<file path="src/rtl/ft232h_recv_data.sv">
`default_nettype none
// ============================================================================
// Module   : ft232h_recv_data
// Purpose  : Receive-side controller for the FT232H synchronous 245 FIFO.
//            Drives OE#/RD#, samples ADBUS into a 4-entry skid buffer and
//            presents bytes on a ready/valid stream. Shares ADBUS with the
//            transmit path through tx_req_i / bus_own_o.
// Options  : FT_RX_STAT_EN - when defined, rx_cnt_o / burst_cnt_o count
//            captured bytes and completed bursts; otherwise both read 0.
// Revision : 1.0 - initial release
// ============================================================================
module ft232h_recv_data #(
  parameter int OE_LEAD   = 1,
  parameter int MAX_BURST = 512,
  parameter int CNT_W     = 16
) (
  input  logic             clk_i,
  input  logic             rst_i,
  input  logic             ft_rxf_i,
  input  logic [7:0]       ft_adbus_i,
  output logic             ft_oe_o,
  output logic             ft_rd_o,
  input  logic             tx_req_i,
  output logic             bus_own_o,
  output logic [7:0]       rx_data_o,
  output logic             rx_valid_o,
  input  logic             rx_ready_i,
  output logic [CNT_W-1:0] rx_cnt_o,
  output logic [CNT_W-1:0] burst_cnt_o
);

  localparam int LEAD_W  = (OE_LEAD > 1) ? $clog2(OE_LEAD) : 1;
  localparam int BURST_W = $clog2(MAX_BURST + 1);

  typedef enum logic [2:0] {
    S_IDLE    = 3'd0,
    S_TURN    = 3'd1,
    S_READ    = 3'd2,
    S_DRAIN   = 3'd3,
    S_RELEASE = 3'd4
  } state_t;

  state_t             state_q, state_d;
  logic [LEAD_W-1:0]  lead_q, lead_d;
  logic [BURST_W-1:0] burst_q, burst_d;
  logic [BURST_W:0]   burst_inc;
  logic               oe_q, rd_q, own_q;
  logic               oe_d, rd_d, own_d;

  logic [7:0]         mem_q [4];
  logic [1:0]         head_q, tail_q;
  logic [2:0]         occ_q;

  logic               push, pop, space_ok, burst_full;

  // A byte is on ADBUS whenever RD# was low going into this edge and RXF# is low.
  assign push       = !rd_q && !ft_rxf_i;
  assign pop        = (occ_q != 3'd0) && rx_ready_i;
  // Occupancy as left by the last edge; with <=2 here, one more capture while
  // RD# is still low plus the capture on the edge RD# rises both fit.
  assign space_ok   = (occ_q <= 3'd2);
  assign burst_inc  = {1'b0, burst_q} + {{BURST_W{1'b0}}, push};
  assign burst_full = (burst_inc >= (BURST_W+1)'(MAX_BURST));

  assign rx_valid_o = (occ_q != 3'd0);
  assign rx_data_o  = rx_valid_o ? mem_q[head_q] : 8'h00;
  assign ft_oe_o    = oe_q;
  assign ft_rd_o    = rd_q;
  assign bus_own_o  = own_q;

  // Skid buffer data storage; contents are only observed through occupancy.
  always_ff @(posedge clk_i) begin
    if (push) mem_q[tail_q] <= ft_adbus_i;
  end

  // Skid buffer pointers and occupancy.
  always_ff @(posedge clk_i or posedge rst_i) begin
    if (rst_i) begin
      head_q <= 2'd0;
      tail_q <= 2'd0;
      occ_q  <= 3'd0;
    end else begin
      if (push) tail_q <= tail_q + 2'd1;
      if (pop)  head_q <= head_q + 2'd1;
      occ_q <= occ_q + {2'b00, push} - {2'b00, pop};
    end
  end

  // State register and registered bus-control outputs.
  always_ff @(posedge clk_i or posedge rst_i) begin
    if (rst_i) begin
      state_q <= S_IDLE;
      lead_q  <= '0;
      burst_q <= '0;
      oe_q    <= 1'b1;
      rd_q    <= 1'b1;
      own_q   <= 1'b0;
    end else begin
      state_q <= state_d;
      lead_q  <= lead_d;
      burst_q <= burst_d;
      oe_q    <= oe_d;
      rd_q    <= rd_d;
      own_q   <= own_d;
    end
  end

  // Next-state logic; bus outputs are decoded from the next state so they register with it.
  always_comb begin
    state_d = state_q;
    lead_d  = lead_q;
    burst_d = push ? burst_inc[BURST_W-1:0] : burst_q;
    unique case (state_q)
      S_IDLE: begin
        lead_d  = '0;
        burst_d = '0;
        if (!ft_rxf_i && space_ok && !tx_req_i) state_d = S_TURN;
      end
      S_TURN: begin
        if (lead_q == LEAD_W'(OE_LEAD - 1)) begin
          state_d = ft_rxf_i ? S_RELEASE : S_READ;
        end else begin
          lead_d = lead_q + LEAD_W'(1);
        end
      end
      S_READ: begin
        if (ft_rxf_i || !space_ok || burst_full) state_d = S_DRAIN;
      end
      S_DRAIN:   state_d = S_RELEASE;
      S_RELEASE: state_d = S_IDLE;
      default:   state_d = S_IDLE;
    endcase
    own_d = (state_d == S_TURN) || (state_d == S_READ) || (state_d == S_DRAIN);
    oe_d  = !own_d;
    rd_d  = (state_d != S_READ);
  end

`ifdef FT_RX_STAT_EN
  logic [CNT_W-1:0] rx_cnt_q, burst_cnt_q;

  // Statistics: bytes captured and bursts that captured at least one byte.
  always_ff @(posedge clk_i or posedge rst_i) begin
    if (rst_i) begin
      rx_cnt_q    <= '0;
      burst_cnt_q <= '0;
    end else begin
      if (push) rx_cnt_q <= rx_cnt_q + CNT_W'(1);
      if ((state_q == S_RELEASE) && (burst_q != '0)) burst_cnt_q <= burst_cnt_q + CNT_W'(1);
    end
  end

  assign rx_cnt_o    = rx_cnt_q;
  assign burst_cnt_o = burst_cnt_q;
`else
  assign rx_cnt_o    = '0;
  assign burst_cnt_o = '0;
`endif

endmodule
`default_nettype wire

</file>
<file path="config.mk">
export PLATFORM = sky130hd
export DESIGN_NAME = ft232h_recv_data
export DESIGN_NICKNAME = d
export VERILOG_FILES = /design/src/rtl/ft232h_recv_data.sv
export SDC_FILE = /design/constraint.sdc
export NUM_CORES = 1
export LEC_CHECK = 0
export BUFFER_PORTS_ARGS = -buffer_cell sky130_fd_sc_hd__buf_4
export CAP_MARGIN = 20
export CORE_MARGIN = 1
export CORE_UTILIZATION = 40
export CTS_CLUSTER_SIZE = 28
export DETAILED_ROUTE_END_ITERATION = 10
export SLEW_MARGIN = 5
export SYNTH_ARGS = -nofsm -noshare
export SYNTH_HDL_FRONTEND = slang
export SYNTH_SLANG_ARGS = --single-unit
</file>
<file path="constraint.sdc">
create_clock -name clk_i -period 2.36 [get_ports clk_i]
set_clock_uncertainty 0.1 [all_clocks]
set_input_delay 0.472 -clock clk_i [delete_from_list [all_inputs] [get_ports clk_i]]
set_output_delay 0.472 -clock clk_i [all_outputs]
set_load 0.005 [all_outputs]
</file>
=== Word-level counts from Yosys, hierarchy flattened ===
Memories as Yosys holds them, arrays and structs flattened.
Cells that the tools add are included.

* Output and inout bits: 44
* Bits in writable memories: 32
* Register bits: 24
* Input port bits: 13
* Logic and storage cells: 54
* Memories kept: 1

{| class="wikitable"
|+ Memories
! name !! depth !! width !! read ports !! clocked after Yosys merged registers in !! wr ports !! line !! text
|-
| mem_q || 4 || 8 || 1 || 0 || 1 || 50 || <nowiki>logic [7:0] mem_q [4];</nowiki>
|}

* Magnitude comparators: 2
* $add $sub $neg: 6
* Muxes and demuxes: 12
* Equal/unequal tests: 7
* Reduce and logical (&&, ||, !) cells: 17

{| class="wikitable"
|+ Operator list
! cell !! number
|-
| two-way mux 10 bit || 2
|-
| equality test 3 x 2 -> 1 bit, second input constant || 4
|-
| two-way mux 3 bit || 4
|-
| one-hot mux 3 bit (4 select lines) || 1
|-
| adder 10 x 1 -> 11 bit || 1
|-
| >= comparator 11 x 10 -> 1 bit, second input constant || 1
|-
| two-way mux 8 bit || 1
|-
| equality test 3 x 1 -> 1 bit, second input constant || 2
|-
| logical NOT 1 bit || 5
|-
| adder 2 x 1 -> 2 bit, second input constant || 2
|-
| logical AND 1 bit || 4
|-
| logical OR 1 bit || 4
|-
| nonzero test 2 bit || 2
|-
| adder 3 x 1 -> 3 bit || 1
|-
| less-or-equal comparator 3 x 2 -> 1 bit, second input constant || 1
|-
| logical NOT 3 bit || 1
|-
| two-way mux 1 bit || 3
|-
| != test 3 x 2 -> 1 bit, second input constant || 1
|-
| nonzero test 3 bit || 1
|-
| subtractor 3 x 1 -> 3 bit || 1
|-
| one-hot mux 1 bit (2 select lines) || 1
|-
| adder 1 bit, second input constant || 1
|}

=== Logic depth before layout (Yosys ltp) ===
Gate-level depths: netlist (run 1).

* Depth in word-level cells: 11
* Depth in mapped cells: 9
* Depth with buffers taken out: 8

=== Worst setup path after synthesis (run 1) ===
OpenSTA, ideal clock, no wires.

* Path type: in2reg
* From: in ft_rxf_i
* To: reg burst_q[4]
* Required time: 2,182 ps
* Setup time: 78 ps
* Cell stages on the path: 7
* Path slack: 49 ps
* Arrival time: 2,133 ps
* Path buffers: 1
* Cell sequence: nor2_2 -> clkbuf_1 -> ha_1 -> ha_1 -> or3b_4 -> or3_1 -> a21oi_1

* Word-level cells in the longest chain between the ends: 5

{| class="wikitable"
|+ RTL lines
! element !! line !! text
|-
| from (decl) || 19 || <nowiki>input logic ft_rxf_i,</nowiki>
|-
| logical NOT 1 bit (*) || 57 || <nowiki>assign push = !rd_q && !ft_rxf_i;</nowiki>
|-
| logical AND 1 bit (*) || 57 ||
|-
| via push || 54 || <nowiki>logic push, pop, space_ok, burst_full;</nowiki>
|-
| adder 10 x 1 -> 11 bit || 62 || <nowiki>assign burst_inc = {1'b0, burst_q} + {{BURST_W{1'b0}}, push};</nowiki>
|-
| two-way mux 10 bit || 112 || <nowiki>burst_d = push ? burst_inc[BURST_W-1:0] : burst_q;</nowiki>
|-
| two-way mux 10 bit || 113 || <nowiki>unique case (state_q)</nowiki>
|-
| to (signal assigned) || 101 || <nowiki>burst_q <= burst_d;</nowiki>
|-
| to (decl) || 45 || <nowiki>logic [BURST_W-1:0] burst_q, burst_d;</nowiki>
|}

The timed path passes the listed nets; every way through them passes the cells marked *. The select of a mux whose other input is x is not followed.
A chain may end at the register's enable or synchronous reset.

=== Worst setup path after layout (run 1) ===
* From: reg head_q[0]
* To: out rx_data_o[4]

* Word-level cells in the longest chain between the ends: 2

{| class="wikitable"
|+ RTL lines
! element !! line !! text
|-
| from (decl) || 51 || <nowiki>logic [1:0] head_q, tail_q;</nowiki>
|-
| from (signal assigned) || 84 || <nowiki>if (pop) head_q <= head_q + 2'd1;</nowiki>
|-
| memory read (4 x 8 bit) || -- ||
|-
| two-way mux 8 bit || 66 || <nowiki>assign rx_data_o = rx_valid_o ? mem_q[head_q] : 8'h00;</nowiki>
|-
| to (decl) || 25 || <nowiki>output logic [7:0] rx_data_o,</nowiki>
|}

No other way between the ends.

==> flow_summary.yaml, run 1 <==
flow_run:
  maxCapViolCount: 0
die:
  core_um2: 6350
  fp.dieH_um: 83.26
  start_util: 0.4160
  num_rows: 29
  boundaryPins: 57
  die_w_um: 83.26
  die_area_um2: 6932
placed_design:
  port_buffers: 24
  dp_cells: 301
  place_congestion: 0.7220
  dp_slack_ps: 124.4
  hpwlAfterDp_um: 2846
critical_path:
  crit_path_max_fanout: 6
  r2r_start: "occ_q[0]"
  rr_worst_depth: 8
  worstPathArrival_ps: 1660
  startpoint: "head_q[0]"
  cpPeakStageDelay_ps: 500
  critPathCaptureType: "output port"
  path_common_cell: "buf_4"
  crit_path_top_delay_cell: "mux4_2"
  path_delay_family: "multiplexers"
  critical_path.cell_chain: "buf_4 > mux4_2 > and2_1 > buf_4"
  critPathBufInv: 2
  r2r_slack_ps: 130
  cp-start-kind: "flip-flop"
  r2r_end: "occ_q[2]"
  critPathKind: "reg -> out"
  cp.required_ps: 1790
layout:
  fill_cells: 588
  fin_nets: 255
  fin_cells: 309
  drive_gt1_frac: 0.2371
  final_cell_mix: "conb_1, edfxtp_1, buf_4"
  insertedDiodeCount: 0
  syn_to_final_growth_pct: 10.71
clocking:
  clock_latency_ps: 300
  cts_htree_levels: 2
  cts_root_buffer: "clkbuf_8"
  cts_tree: "done"
  ctsHoldBuffers: 0
  clk_pin_slew_ps: 90
  cts_inserted_buffers: 5
  ctsResizeCount: 0
  cts_sinks: 55
  post-cts-setup-buffers: 0
  clockBufferDepth: 2
sta:
  worst_slack_ps: 127.2
  finalSetupViolCount: 0
  finalHoldViolCount: 0
  finalCriticalPeriod_ps: 2233
  fin_crit_sh: 0.9461
  slew_viol_final: 0
  rsz0062_at_grt: "false"
  setup-tns-final_ps: 0
  max_freq_mhz: 447.9
synth:
  synth_top_area_frac: 0.3638
  synth_xor_area_frac: 0.03648
  ys_seq_elements: 55
  synth_area_leaders: "edfxtp_1, dfrtp_1, buf_4"
  syn-cell-area_um2: 2641
  synth_simple_gate_area_frac: 0.1236
  muxShareOfSynthArea: 0.07200
  synth_top_family_by_area: "simple AND/OR/NAND/NOR gates"
  synthAdderAreaFrac: 0.05495
  syn_inst: 199
  synth_top_area_cell: "edfxtp_1"
  ys_types: 36
  synth_compound_area_frac: 0.01705
  ys_seq_area_frac: 0.5827
  syn_avg_cell_area_um2: 13.27
  ys_warn_count: 0
detailed_routing:
  firstDrtPassIters: 4
  postRouteAntennaNets: 0
  num_vias: 1422
  drt_wl_total_um: 3833
  routedWlPerCell_um: 12.40
  drt_iter0_drc: 76
  vias_per_cell: 4.602
  drc: 0
power:
  ir_drop_mv: 0.3087
  powerDensity_nw_per_um2: 939.5
  p_leak_uw: 0.001202
outcome:
  status: "finished clean"
global_routing:
  grt_pass1_wl_um: 6575
  overflow: 0
  grt_max_degree: 18
  gr-usage-all-layers: 0.1234
  grt_pass1_vias: 1352
  antenna_found_initial: 0
hold_path:
  hold_class: "in -> async"
==> how the worst max path moves through the flow <==
stage	endpoint	slack [ps]	cells past startpoint
after floorplan	burst_q[4]	50	7
after global placement	occ_q[2]	140	8
after detailed placement	occ_q[2]	120	8
after CTS	rx_data_o[4]	100	4
after global routing	occ_q[2]	40	8
final	rx_data_o[4]	130	4
==> Yosys cell counts, drive strengths merged <==
master,n
nor2,12
nand4,3
xor2,5
dfrtp,21
mux4,8
inv,9
nand3,3
clkbuf,3
conb,1
or3,2
fa,1
and3,2
o21ai,2
xnor2,6
ha,10
dfstp,2
mux2i,1
a21oi,3
o221ai,1
or3b,1
nor3b,4
nor4,1
nand3b,1
edfxtp,32
buf,34
nor3,4
and2,13
nand2,11
o21bai,1
or2,2
==> metrics by stage <==
stage               power, uW  hold slack, ps  instance area, um^2    util
global route             2929           65.26                 2924  0.4605
detailed placement       2256           373.1                 2825  0.4449
floorplan                1907           355.6                 2758       -
finish                   2747           28.37                 2924  0.4605
global placement         2256           376.5                 2825  0.4449
CTS                      2791           38.86                 2924  0.4605
==> registers in the layout (all words and copies together), names as in the netlist <==
register / cells
burst_q: 10
bus_own_o: 1
ft_oe_o: 1
ft_rd_o: 1
head_q: 2
mem_q: 32
occ_q: 3
state_q: 3
tail_q: 2
==> where the power goes <==
group          internal (uW)  switching, uW
clock                    240            298
combinational            523            409
sequential              1170            104
==> final cells by class <==
| cell class | count | area (um^2) | share of cell area |
|---|---|---|---|
| clock inverters | 2 | 16.27 | 0.005563 |
| inverters | 9 | 33.78 | 0.01155 |
| multi-input cells | 129 | 923.4 | 0.3158 |
| flip-flops and latches | 55 | 1539 | 0.5263 |
| well taps | 77 | 96.34 | 0.03295 |
| repair buffers | 31 | 232.7 | 0.07959 |
| clock buffers | 6 | 82.58 | 0.02824 |
==> kinds of logic after synthesis <==
group	after synthesis
mux	9
xor+xnor	11
buf+inv	46
compound gates	7
fa+ha+maj	11
flops	55
other cells	1
simple gates	59
==> metal layers <==
layer	up-vias	track usage	wire length (um)
met5	-	0	0
met1	690	0.1490	1739
li1	686	-	-
met2	40	0.2101	1874
met4	0	0.05172	71
met3	6	0.03082	147
No activity file was read; power rests on OpenSTA's default activity.
==> inputs of run 2 (changes only) <==
--- a/config.mk
+++ b/config.mk
@@ -8,9 +8,10 @@
 export BUFFER_PORTS_ARGS = -buffer_cell sky130_fd_sc_hd__buf_4
 export CAP_MARGIN = 20
 export CORE_MARGIN = 1
-export CORE_UTILIZATION = 40
+export CORE_UTILIZATION = 49
 export CTS_CLUSTER_SIZE = 28
 export DETAILED_ROUTE_END_ITERATION = 10
+export PLACE_DENSITY = 0.76
 export SLEW_MARGIN = 5
 export SYNTH_ARGS = -nofsm -noshare
 export SYNTH_HDL_FRONTEND = slang
==> flow_summary.yaml, run 2 (same netlist as run 1, synthesis figures left out) <==
outcome:
  status: "finished clean"
power:
  power_switching_share: 0.2988
  p_comb_frac: 0.352
  pwr-share-clk: 0.181
  p_leak_uw: 0.001200
  p_int_uw: 1914
  ir_drop_mv: 0.5376
  seqPwrFrac: 0.467
  powerDensity_nw_per_um2: 937.8
  p_sw_uw: 816.0
global_routing:
  gr-usage-all-layers: 0.1576
  overflow: 0
  grt_pass1_vias: 1319
  antenna_found_initial: 0
  grt_pass1_wl_um: 6320
  grt_max_degree: 24
detailed_routing:
  vias_per_cell: 4.617
  num_vias: 1399
  drt_wl_total_um: 3807
  postRouteAntennaNets: 0
  drc: 0
  routedWlPerCell_um: 12.56
  firstDrtPassIters: 4
  drt_iter0_drc: 89
sta:
  finalHoldViolCount: 0
  finalCriticalPeriod_ps: 2247
  setup-tns-final_ps: 0
  max_freq_mhz: 445.1
  slew_viol_final: 0
  rsz0062_at_grt: "false"
  hold_slack_ps: 88.27
  finalSetupViolCount: 0
  fin_crit_sh: 0.9521
clocking:
  ctsHoldBuffers: 0
  clockBufferDepth: 2
  cts_tree: "done"
  cts_htree_levels: 2
  cts_root_buffer: "clkbuf_8"
  cts_inserted_buffers: 5
  cts_sinks: 55
  clk_pin_slew_ps: 90
  clock_latency_ps: 310
critical_path:
  r2r_slack_ps: 140
  r2r_start: "occ_q[0]"
  crit_path_max_fanout: 10
  worstPathArrival_ps: 1670
  critPathKind: "reg -> out"
  rr_worst_depth: 8
  cp.required_ps: 1790
  r2r_end: "occ_q[2]"
  cp-start-kind: "flip-flop"
  critPathCaptureType: "output port"
hold_path:
  hold_class: "in -> async"
layout:
  syn_to_final_growth_pct: 10.23
  fin_nets: 256
  final_cell_mix: "conb_1, buf_4, edfxtp_1"
  drive_gt1_frac: 0.2403
  regMostFlops: "mem_q"
  largest_reg_flops: 32
  reg_top3: "mem_q x32, burst_q x10"
  insertedDiodeCount: 0
placed_design:
  hpwlAfterDp_um: 2770
  port_buffers: 24
  place_congestion: 0.7483
flow_run:
  maxCapViolCount: 0
die:
  die_w_um: 75.42
  fp.dieH_um: 75.42
  start_util: 0.5139
  core_um2: 5140
  num_rows: 26
  boundaryPins: 57
  die_area_um2: 5688
-- run 2: cell types whose count changed in the layout (fill, tap and decap cells not counted), sizes merged --
cell / delta
clkinv: -1
buf: +1
clkinvlp: +1
-- run 2: stage by stage --
step / power [uW] / area (um^2) / setup slack, ps / utilization / instances
6_report: 2730 / 2912 / 113.1 / 0.5665 / 303
5_1_grt: 2926 / 2912 / 30.83 / 0.5665 / 303
4_1_cts: 2749 / 2902 / 89.60 / 0.5645 / 302
3_5_place_dp: 2257 / 2816 / 100.0 / 0.5480 / 294
3_3_place_gp: 2235 / 2816 / 124.0 / 0.5480 / 294
2_1_floorplan: 1907 / 2758 / 49.04 / - / 230
-- run 2: final cells by class --
type,count,area [um^2]
Inverter,9,33.78
Multi-Input combinational cell,129,925.9
Tap cell,70,87.58
Fill cell,410,2228
Clock buffer,6,72.57
Sequential cell,55,1539
Clock inverter,2,12.51
Timing Repair Buffer,32,240.2
-- run 2: repair_timing --
item                                    4_1_cts  5_1_grt
buffers inserted                              0        1
endpoints found under the setup margin        0        2
gates resized for setup                       0        1
-- run 2: worst max-delay path by stage --
| stage | startpoint | end | slack, ps | cells past startpoint |
|---|---|---|---|---|
| 2_1_floorplan | ft_rxf_i | burst_q[4] | 50 | 7 |
| 3_3_place_gp | occ_q[0] | occ_q[2] | 120 | 8 |
| 3_5_place_dp | occ_q[0] | occ_q[2] | 100 | 8 |
| 4_1_cts | head_q[0] | rx_data_o[4] | 90 | 4 |
| 5_1_grt | occ_q[0] | occ_q[2] | 30 | 8 |
| 6_report | head_q[0] | rx_data_o[4] | 110 | 4 |
-- run 2: power groups by stage --
stage | registers (uW) | logic, uW | clock network [uW]
CTS | 1280 | 961 | 511
global route | 1290 | 1090 | 544
finish | 1270 | 960 | 495
detailed placement | 1300 | 958 | 0
floorplan | 1260 | 650 | 0
global placement | 1290 | 942 | 0
-- run 2: metal layers --
metal / vias up / GRT usage / routed length (um)
li1: 686 / - / -
met1: 663 / 0.2107 / 1747
met2: 44 / 0.2401 / 1820
met3: 6 / 0.04894 / 168
met4: 0 / 0.06790 / 70
met5: - / 0 / 0
-- run 2: worst max-delay path: stages, from the launching register on --
cell and delay (ps):
dfrtp_1 330, buf_4 220, mux4_2 510, and2_1 180, buf_4 130
